===== src/rtl/im_arbiter.sv =====
// Instruction-memory arbiter: shares one synchronous IM port between the boot loader
// (write-only) and instruction fetch (read-only), gating fetch until boot completes.
module im_arbiter #(
  parameter int unsigned STARVE_MAX = 4,
  parameter logic [31:0] BASE_ADDR  = 32'h0000_3000,
  parameter int unsigned DEPTH      = 4096
) (
  input  logic        clk,
  input  logic        reset,
  // Fetch port
  input  logic        if_req,
  input  logic [31:0] if_addr,
  output logic        if_gnt,
  output logic        if_rvalid,
  output logic [31:0] if_rdata,
  output logic        if_err,
  // Loader port
  input  logic        ld_req,
  input  logic [31:0] ld_addr,
  input  logic [31:0] ld_wdata,
  input  logic        ld_last,
  output logic        ld_gnt,
  output logic        ld_done,
  output logic        ld_err,
  // IM port
  output logic [11:0] mem_addr,
  output logic        mem_we,
  output logic [31:0] mem_wdata,
  input  logic [31:0] mem_rdata,
  output logic        booted
);

  localparam int unsigned StreakW = ($clog2(STARVE_MAX + 1) > 3) ? $clog2(STARVE_MAX + 1) : 3;
  localparam logic [StreakW-1:0] StreakMax = StreakW'(STARVE_MAX);
  localparam logic [32:0] Span = 33'(DEPTH) << 2;

  typedef enum logic [0:0] {StBoot, StRun} state_e;

  state_e             state_q, state_d;
  logic [StreakW-1:0] streak_q, streak_d;
  logic               if_rvalid_q, if_err_q, ld_done_q, ld_err_q, booted_q;

  logic [32:0] if_off, ld_off;
  logic        if_legal, ld_legal;

  // Offsets are one bit wider so addresses below BASE_ADDR wrap to huge values and fail Span.
  always_comb begin
    if_off   = {1'b0, if_addr} - {1'b0, BASE_ADDR};
    ld_off   = {1'b0, ld_addr} - {1'b0, BASE_ADDR};
    if_legal = (if_addr[1:0] == 2'b00) && (if_off < Span);
    ld_legal = (ld_addr[1:0] == 2'b00) && (ld_off < Span);
  end

  always_comb begin
    if_gnt = 1'b0;
    ld_gnt = 1'b0;
    if (!reset) begin
      if (state_q == StBoot) begin
        ld_gnt = ld_req;
      end else if (if_req && ld_req) begin
        if (streak_q == StreakMax) if_gnt = 1'b1;
        else                       ld_gnt = 1'b1;
      end else begin
        if_gnt = if_req;
        ld_gnt = ld_req;
      end
    end
  end

  always_comb begin
    mem_addr  = '0;
    mem_we    = 1'b0;
    mem_wdata = ld_wdata;
    if (ld_gnt) begin
      mem_addr = ld_off[13:2];
      mem_we   = ld_legal;
    end else if (if_gnt) begin
      mem_addr = if_off[13:2];
    end
  end

  always_comb begin
    streak_d = streak_q;
    if (!if_req || if_gnt) begin
      streak_d = '0;
    end else if (ld_gnt && (streak_q != StreakMax)) begin
      streak_d = streak_q + 1'b1;
    end
    state_d = state_q;
    // The last boot word ends BOOT even when its address faults.
    if (ld_gnt && ld_last) state_d = StRun;
  end

  always_ff @(posedge clk or posedge reset) begin
    if (reset) begin
      state_q     <= StBoot;
      streak_q    <= '0;
      if_rvalid_q <= 1'b0;
      if_err_q    <= 1'b0;
      ld_done_q   <= 1'b0;
      ld_err_q    <= 1'b0;
      booted_q    <= 1'b0;
    end else begin
      state_q     <= state_d;
      streak_q    <= streak_d;
      if_rvalid_q <= if_gnt;
      if_err_q    <= if_gnt & ~if_legal;
      ld_done_q   <= ld_gnt;
      ld_err_q    <= ld_gnt & ~ld_legal;
      booted_q    <= (state_d == StRun);
    end
  end

  assign if_rvalid = if_rvalid_q;
  assign if_err    = if_err_q;
  assign if_rdata  = (if_rvalid_q && !if_err_q) ? mem_rdata : '0;
  assign ld_done   = ld_done_q;
  assign ld_err    = ld_err_q;
  assign booted    = booted_q;

endmodule


===== config.mk =====
export PLATFORM = sky130hd
export DESIGN_NAME = im_arbiter
export DESIGN_NICKNAME = d
export VERILOG_FILES = /design/src/rtl/im_arbiter.sv
export SDC_FILE = /design/constraint.sdc
export NUM_CORES = 1
export LEC_CHECK = 0
export BUFFER_PORTS_ARGS = -buffer_cell sky130_fd_sc_hd__buf_2
export CORE_MARGIN = 10
export CORE_UTILIZATION = 31
export DETAILED_ROUTE_END_ITERATION = 10
export PLACE_DENSITY = 0.88
export SLEW_MARGIN = 20
export SYNTH_ARGS = -nofsm -noshare
export SYNTH_HDL_FRONTEND = slang
export SYNTH_SLANG_ARGS = --single-unit
export TNS_END_PERCENT = 30

===== constraint.sdc =====
create_clock -name clk -period 3.8 [get_ports clk]
set_input_delay 0.19 -clock clk [delete_from_list [all_inputs] [get_ports clk]]
set_output_delay 0.19 -clock clk [all_outputs]
set_load 0.02 [all_outputs]

==> results.toml, run 1 <==
[detailed_routing]
routed_wl_um = 6600
dr.pass1.iters = 4
viasPerCell = 5.01
wire_per_inst_um = 18.7
num_vias = 1765
drtIter0Drc = 45
ant_nets = 0
remaining_drc_errors = 0

[final_layout]
syn_to_final_growth_pct = 47.3
diodes = 0
final_layout_size_suffix_gt1_frac = 0.523
multiInputGateArea_sq_um = 851
fin_util = 0.481
nets = 441
fillers = 421
seqCellArea_sq_um = 200

[placement]
dp_slack_ps = 1120
dp_hpwl_um = 6040
place_congestion = 0.821
portBuffers = 152

[synth]
synthTopCellsByArea = "buf_4, and2_1, dfrtp_1"
synth_most_common_cell = "and2_1"
synth_top_family_by_area = "simple AND/OR/NAND/NOR gates"
synthMuxAreaShare = 0
avgSynthCellArea_sq_um = 7.34
syn_nets = 319
synth_xor_xnor_area_share = 0.0328
synth_simple_gate_area_frac = 0.360
synthAdderAreaFrac = 0.0450
synthCells = 182
yosysWarningCount = 0
ys_seq_area_frac = 0.150
synth_compound_area_frac = 0.196
synth_common_cells = "and2_1, buf_4, a22o_1"
yosysTopAreaCellShare = 0.180
synth.cell_area_sq_um = 1340
synth_edf_count = 0
ys_async_sr_fraction = 1.00
ys_seq_elements = 8
netlist-cell-type-count = 36
synth_largest_area_cell = "buf_4"
synthFlopType = "dfrtp_1"

[power]
vdd_drop_max_mv = 0.0909
leakagePower_nw = 1.13
clkPwrFrac = 0.272
pwr-share-comb = 0.472
power_density_nw_per_um2 = 180
seqPwrFrac = 0.256
netSwitchingPower_w = 0.000120
p_int_w = 0.000234
swShare = 0.338

[critical_path]
cp_cell_sequence = "buf_2, or3_1, or4_1, o31a_1, or4_1, nor4_1, and2_1, buf_2"
cp_max_fo = 5
worst-path-buf-inv = 2
cp.arrival_ps = 2490
worst_ep_required_time_ps = 3610
endpoint_kind = "output pin"
crit_family = "simple AND/OR/NAND/NOR gates"
slowest_stage = "or4_1"
path_class = "primary input to output pin"
startpoint_type = "primary input"
cpPeakStageDelay_ps = 430

[sta]
worst_slew_pin_slew_ps = 767
finalSetupViolCount = 0
timing.final.crit_share = 0.706
final.setup_skew_ps = 3.26
final-hold-violation-count = 0
relSlewSlack = 0.484
setup-tns-final_ps = 0
grt_setup_unrepaired = "no"
max_freq_ghz = 0.373
layout_min_cycle_time_ps = 2680
report.final.slew_viol_count = 0
finalWorstSetupSlack_ps = 1120

[global_route]
first_global_vias = 1898
grt_use_total = 0.155
grt_pass1_wl_um = 9480
gr-total-overflow = 0
grt_antenna_before_repair = 0
grt_max_degree = 22

[clock_tree]
cts.sinks = 8
post-cts-setup-buffer-count = 0
htreeDepth = 1
cts_tree = "done"
clockBufferDepth = 2
cts_inserted_buffers = 3
insertion_delay_ps = 220
root_buffer = "clkbuf_8"
clk_pin_slew_ps = 40

[status]
outcome = "finished clean"

[floorplanning]
coreArea_sq_um = 4090
rows = 23
chipHeight_um = 85.6
die_area_sq_um = 7330
io_pins = 217
initial_utilization = 0.327
die_x_um = 85.6

[job]
maxCapViolations = 0

[hold_path]
holdCritPathClass = "primary input to register"
==> per-stage QoR <==
step | total power (W) | cells | instance area (sq um) | hold WS (ps)
6_report | 0.000354 | 352 | 1970 | 178
5_1_grt | 0.000378 | 352 | 1970 | 180
4_1_cts | 0.000358 | 352 | 1970 | 174
3_3_place_gp | 0.000255 | 348 | 1920 | 167
2_1_floorplan | 0.000219 | 182 | 1340 | 5.66
3_5_place_dp | 0.000259 | 348 | 1920 | 169
==> power groups by stage <==
stage	clock, W	sequential [W]	combinational [W]
detailed placement	0	0.0000918	0.000167
global route	0.000103	0.0000909	0.000184
CTS	0.0000987	0.0000907	0.000168
finish	0.0000962	0.0000906	0.000167
global placement	0	0.0000916	0.000163
floorplan	0	0.0000942	0.000124
==> repair_timing <==
action / 4_1_cts / 5_1_grt
resized for setup: 0 / 0
hold buffers: 1 / 0
hold endpoints to repair: 8 / 0
==> layout make-up <==
cell class / count / area share
multi-input combinational: 129 / 0.433
timing repair buffer: 155 / 0.399
sequential: 8 / 0.102
tap: 50 / 0.0318
clock buffer: 3 / 0.0210
inverter: 7 / 0.0134
==> flip-flops by register name (all words and copies together) (netlist names) <==
| signal | count |
|---|---|
| if_err | 1 |
| booted | 1 |
| streak_q | 3 |
| ld_done | 1 |
| if_rvalid | 1 |
| ld_err | 1 |
==> cell families after synthesis <==
family	count (synthesis)
XOR/XNOR	5
flip-flops	8
AND/OR/NAND/NOR	83
adder cells (fa/ha/maj)	5
AO/OA/AOI/OAI	36
buffers and inverters	45
==> layout by cell type, fill, tap and decap left out, drive strengths merged, types with 2 or more instances in the layout <==
cell type / count
buf: 154
and2: 34
a22o: 11
nand2: 10
nor2: 9
nor4: 8
dfrtp: 8
inv: 7
o21ai: 6
nand3: 5
a21oi: 5
nor3: 4
ha: 4
or4: 3
xor2: 3
clkbuf: 3
nor2b: 2
o22ai: 2
a31oi: 2
a2111oi: 2
and4b: 2
a311oi: 2
xnor2: 2
==> layer usage <==
metal / up-vias / GRT usage / wire [um]
li1: 857 / - / -
met1: 766 / 0.142 / 2180
met2: 138 / 0.300 / 3490
met3: 4 / 0.0738 / 886
met4: 0 / 0.0359 / 50
met5: - / 0 / 0
==> worst reg2reg max path, cell delays in order, from the launching register on <==
cell and delay [ps]:
dfrtp_1 370, inv_1 100, ha_1 150, nand2_1 120, a211oi_2 510, inv_1 170, nand2_1 150, nor2_1 60
==> worst paths after layout <==
kind / start / to / slack [ps] / cells past startpoint
max: ld_addr[17] / mem_we / 1120 / 8
min: ld_last / booted$_DFFE_PP0P_ / 180 / 2
max reg2reg: streak_q[0]$_DFFE_PP0P_ / streak_q[0]$_DFFE_PP0P_ / 2060 / 7
min reg2reg: booted$_DFFE_PP0P_ / booted$_DFFE_PP0P_ / 480 / 1
max in group asynchronous: reset / streak_q[0]$_DFFE_PP0P_ / 3090 / 3
min in group asynchronous: reset / ld_err$_DFF_PP0_ / 480 / 3
Note: power is estimated with default switching activity, not from simulation.
==> inputs of run 2 (changes only) <==
--- a/config.mk
+++ b/config.mk
@@ -7,9 +7,9 @@
 export LEC_CHECK = 0
 export BUFFER_PORTS_ARGS = -buffer_cell sky130_fd_sc_hd__buf_2
 export CORE_MARGIN = 10
-export CORE_UTILIZATION = 31
+export CORE_UTILIZATION = 26
 export DETAILED_ROUTE_END_ITERATION = 10
-export PLACE_DENSITY = 0.88
+export PLACE_DENSITY = 0.78
 export SLEW_MARGIN = 20
 export SYNTH_ARGS = -nofsm -noshare
 export SYNTH_HDL_FRONTEND = slang
==> constraint.sdc (replaced) <==
create_clock -name clk -period 2.4 [get_ports clk]
set_input_delay 0.12 -clock clk [delete_from_list [all_inputs] [get_ports clk]]
set_output_delay 0.12 -clock clk [all_outputs]
set_load 0.02 [all_outputs]
==> results.toml, run 2 (synthesis results as in run 1) <==
[status]
outcome = "finished clean"

[hold_path]
whs_path_depth = 2
holdCritPathClass = "primary input to register"

[final_layout]
top_register = "streak_q"
final_cell_mix = "buf_2, and2_1, a22o_1"
fillers = 506
largest_reg_flops = 3
final_common_cell = "buf_2"
fin_cells = 378
nets = 447
final_layout_size_suffix_gt1_frac = 0.539
syn_to_final_growth_pct = 54.3
diodes = 0

[sta]
worst_slew_pin_slew_ps = 527
holdWs_ps = 106
finalSetupViolCount = 0
timing.final.crit_share = 0.974
final-hold-violation-count = 0
layout_min_cycle_time_ps = 2340
report.final.slew_viol_count = 0
max_freq_ghz = 0.428
relSlewSlack = 0.646
final.setup_skew_ps = 6.03

[global_route]
grt.busiest_layer = "met2"
use_met2 = 0.248
grt_max_degree = 33
grt_antenna_before_repair = 0
grt_pass1_wl_um = 10100
grtUsageMet1 = 0.153
gr-total-overflow = 0
grtUsageMet3 = 0.0758
grt_use_total = 0.145
first_global_vias = 1963

[clock_tree]
htreeDepth = 1
post-cts-setup-buffer-count = 0
cts_inserted_buffers = 3
cts.sinks = 8
insertion_delay_ps = 230
cts_tree = "done"
clk_pin_slew_ps = 40
clockBufferDepth = 2
root_buffer = "clkbuf_8"

[critical_path]
cp_max_fo = 2
worst_ep_required_time_ps = 2280
path_class = "primary input to output pin"
startpoint_type = "primary input"
rr_worst_depth = 8
endpoint_kind = "output pin"
cp.arrival_ps = 2220

[power]
vdd_drop_max_mv = 0.212
leakagePower_nw = 1.16
power_density_nw_per_um2 = 282

[job]
maxCapViolations = 0

[floorplanning]
die_area_sq_um = 8400
die_x_um = 91.7
chipHeight_um = 91.7
rows = 26
io_pins = 217
initial_utilization = 0.265
coreArea_sq_um = 5040

[placement]
place_congestion = 0.846
dp_hpwl_um = 6020
portBuffers = 152
dpl.cell_count = 374

[detailed_routing]
wire_per_inst_um = 17.8
remaining_drc_errors = 0
drtIter0Drc = 27
routed_wl_um = 6730
viasPerCell = 4.85
num_vias = 1832
dr.pass1.iters = 4
ant_nets = 0
run 2: cell types whose count changed in the layout (fill, tap and decap cells not counted), sizes merged:
cell,delta
buf,+6
run 2: area by class of cell:
class / count / area, sq um / share of cell area
multi-input cells: 129 / 861 / 0.418
repair buffers: 161 / 843 / 0.409
flip-flops and latches: 8 / 200 / 0.0972
well taps: 70 / 87.6 / 0.0425
clock buffers: 3 / 41.3 / 0.0200
inverters: 7 / 26.3 / 0.0128
run 2: critical path, stage by stage:
cell and delay, ps:
buf_6 100, or3_4 380, or4_4 420, o31a_1 240, or4_1 410, nor4_2 250
and2_1 180, buf_6 120
run 2: path summary, 6_finish.rpt:
path                                    startpoint                      end  slack, ps
max                                    ld_addr[16]                   mem_we         60
min                                        ld_last       booted$_DFFE_PP0P_        110
max reg2reg                streak_q[0]$_DFFE_PP0P_  streak_q[2]$_DFFE_PP0P_        770
min reg2reg                     booted$_DFFE_PP0P_       booted$_DFFE_PP0P_        500
max in group asynchronous                    reset         if_err$_DFF_PP0_       1740
min in group asynchronous                    reset        ld_done$_DFF_PP0_        420
run 2: per-stage QoR:
step	utilization	setup TNS [ps]	total power (W)	instance area [sq um]	setup slack [ps]
final	0.408	0	0.000580	2060	63.4
after global placement	0.393	-40.9	0.000411	1980	-40.9
after CTS	0.404	0	0.000583	2040	8.49
after detailed placement	0.393	-56.8	0.000416	1980	-56.8
after floorplan	-	0	0.000346	1340	178
after global routing	0.408	-2.09	0.000623	2060	-2.09
run 2: timing repair:
| item | 4_1_cts | 5_1_grt |
|---|---|---|
| setup endpoints to repair | 1 | 12 |
| pin swaps | 1 | 0 |
| hold buffers | 1 | 0 |
| resized for setup | 1 | 6 |
| endpoints found under the hold margin | 8 | 0 |
run 2: power breakdown:
| part | switching (W) | internal, W |
|---|---|---|
| clock | 0.0000547 | 0.000109 |
| sequential | 0.00000265 | 0.000141 |
| combinational | 0.000146 | 0.000128 |
run 2: per-layer routing:
layer  routed length, um  share of wire  up-vias
met5                   0              0        -
met4                  82          0.012        0
met3                 979           0.15        7
met2                3200           0.48      165
met1                2470           0.37      789
li1                    -              -      871
==> inputs of run 3 (changes only) <==
--- a/config.mk
+++ b/config.mk
@@ -7,9 +7,9 @@
 export LEC_CHECK = 0
 export BUFFER_PORTS_ARGS = -buffer_cell sky130_fd_sc_hd__buf_2
 export CORE_MARGIN = 10
-export CORE_UTILIZATION = 26
+export CORE_UTILIZATION = 31
 export DETAILED_ROUTE_END_ITERATION = 10
-export PLACE_DENSITY = 0.78
+export PLACE_DENSITY = 0.88
 export SLEW_MARGIN = 20
 export SYNTH_ARGS = -nofsm -noshare
 export SYNTH_HDL_FRONTEND = slang
==> constraint.sdc (replaced) <==
create_clock -name clk -period 2.93 [get_ports clk]
set_input_delay 0.1465 -clock clk [delete_from_list [all_inputs] [get_ports clk]]
set_output_delay 0.1465 -clock clk [all_outputs]
set_load 0.02 [all_outputs]
==> results.toml, run 3 (synthesis results as in run 1) <==
[critical_path]
slowest_stage = "or4_1"
endpoint_kind = "output pin"
cp_cell_sequence = "buf_2, or3_1, or4_1, o31a_1, or4_1, nor4_1, and2_1, buf_2"
worst-path-buf-inv = 2
cpPeakStageDelay_ps = 430
reg2reg_to = "ld_done$_DFF_PP0_"
startpoint_type = "primary input"
r2r-start = "streak_q[0]$_DFFE_PP0P_"
path_class = "primary input to output pin"
startpoint = "ld_addr[17]"
crit_family = "simple AND/OR/NAND/NOR gates"
reg2reg_setup_slack_ps = 1180
worst_ep_required_time_ps = 2780
cp_max_fo = 5
critPathCapture = "mem_we"
rr_worst_depth = 5
cp_num_cells = 8
cp.arrival_ps = 2440

[detailed_routing]
wire_per_inst_um = 19.0
drtIter0Drc = 32
dr.pass1.iters = 4
routed_wl_um = 6700
num_vias = 1776
ant_nets = 0
viasPerCell = 5.05
remaining_drc_errors = 0

[clock_tree]
cts_resized = 0
cts_inserted_buffers = 3
htreeDepth = 1
cts.sinks = 8
clk_pin_slew_ps = 40
root_buffer = "clkbuf_8"
cts_tree = "done"
insertion_delay_ps = 230
clockBufferDepth = 2

[final_layout]
largest_reg_flops = 3
nets = 441
top_register = "streak_q"
fin_cells = 352
diodes = 0
final_common_cell = "buf_2"
final_layout_size_suffix_gt1_frac = 0.523
syn_to_final_growth_pct = 47.3
final_cell_mix = "buf_2, and2_1, a22o_1"

[floorplanning]
initial_utilization = 0.327
die_x_um = 85.6
rows = 23
chipHeight_um = 85.6
die_area_sq_um = 7330
io_pins = 217
coreArea_sq_um = 4090

[sta]
max_freq_ghz = 0.387
report.final.slew_viol_count = 0
setup-tns-final_ps = 0
final.setup_skew_ps = 0.319
holdWs_ps = 137
final-hold-violation-count = 0
worst_slew_pin_slew_ps = 716
grt_setup_unrepaired = "no"
finalSetupViolCount = 0
layout_min_cycle_time_ps = 2590
finalWorstSetupSlack_ps = 343
relSlewSlack = 0.518
timing.final.crit_share = 0.883

[hold_path]
holdCritPathClass = "primary input to register"

[power]
swShare = 0.346
p_int_w = 0.000304
leakagePower_nw = 1.13
vdd_drop_max_mv = 0.126
pwr-share-comb = 0.467
clkPwrFrac = 0.281
power_density_nw_per_um2 = 237
seqPwrFrac = 0.252
netSwitchingPower_w = 0.000161

[global_route]
grt_use_total = 0.166
grt_max_degree = 22
first_global_vias = 1928
gr-total-overflow = 0
grt_pass1_wl_um = 9960
grt_antenna_before_repair = 0

[placement]
portBuffers = 152
dpl.cell_count = 348
dp_slack_ps = 388
dp_hpwl_um = 5950
place_congestion = 0.803

[job]
maxCapViolations = 0

[status]
outcome = "finished clean"
run 3: what timing repair did:
item,4_1_cts,5_1_grt
buffers inserted,0,0
hold buffers,1,0
endpoints found under the setup margin,0,0
endpoints found under the hold margin,8,0
run 3: per-layer routing:
metal  global-route usage  vias to the layer above  wire length [um]
li1                     -                      861                 -
met1                0.156                      765              2230
met2                0.304                      142              3480
met3               0.0804                        8               873
met4               0.0584                        0               118
met5                    0                        -                 0
run 3: area by class of cell:
type,instances,area (sq um)
Clock buffer,3,41.3
Fill cell,423,2120
Inverter,7,26.3
Multi-Input combinational cell,129,851
Sequential cell,8,200
Tap cell,50,62.6
Timing Repair Buffer,155,786
run 3: power by group through the flow:
stage                     clock network, W  logic, W  registers [W]
final                             0.000131  0.000217       0.000117
after global routing              0.000143  0.000240       0.000118
after CTS                         0.000135  0.000218       0.000117
after detailed placement                 0  0.000216       0.000119
after global placement                   0  0.000211       0.000119
after floorplan                          0  0.000161       0.000122
run 3: worst min path at each step:
| stage | start | end | slack, ps | depth (start not counted) |
|---|---|---|---|---|
| floorplan | reset | booted$_DFFE_PP0P_ | -40 | 1 |
| global placement | reset | booted$_DFFE_PP0P_ | 130 | 2 |
| detailed placement | reset | booted$_DFFE_PP0P_ | 130 | 2 |
| CTS | ld_last | booted$_DFFE_PP0P_ | 140 | 2 |
| global route | ld_last | booted$_DFFE_PP0P_ | 130 | 2 |
| finish | ld_last | booted$_DFFE_PP0P_ | 140 | 2 |
run 3: through the flow:
stage	total power, W	area, sq um	util
after floorplan	0.000283	1340	-
after global placement	0.000330	1920	0.469
after detailed placement	0.000335	1920	0.469
after CTS	0.000470	1970	0.481
after global routing	0.000501	1970	0.481
final	0.000465	1970	0.481
run 3: worst register-to-register path, cell delays in order (launching register included):
cell and delay (ps):
dfrtp_1 370, inv_1 110, ha_1 150, nand2_1 130, o21ai_0 430, inv_1 340
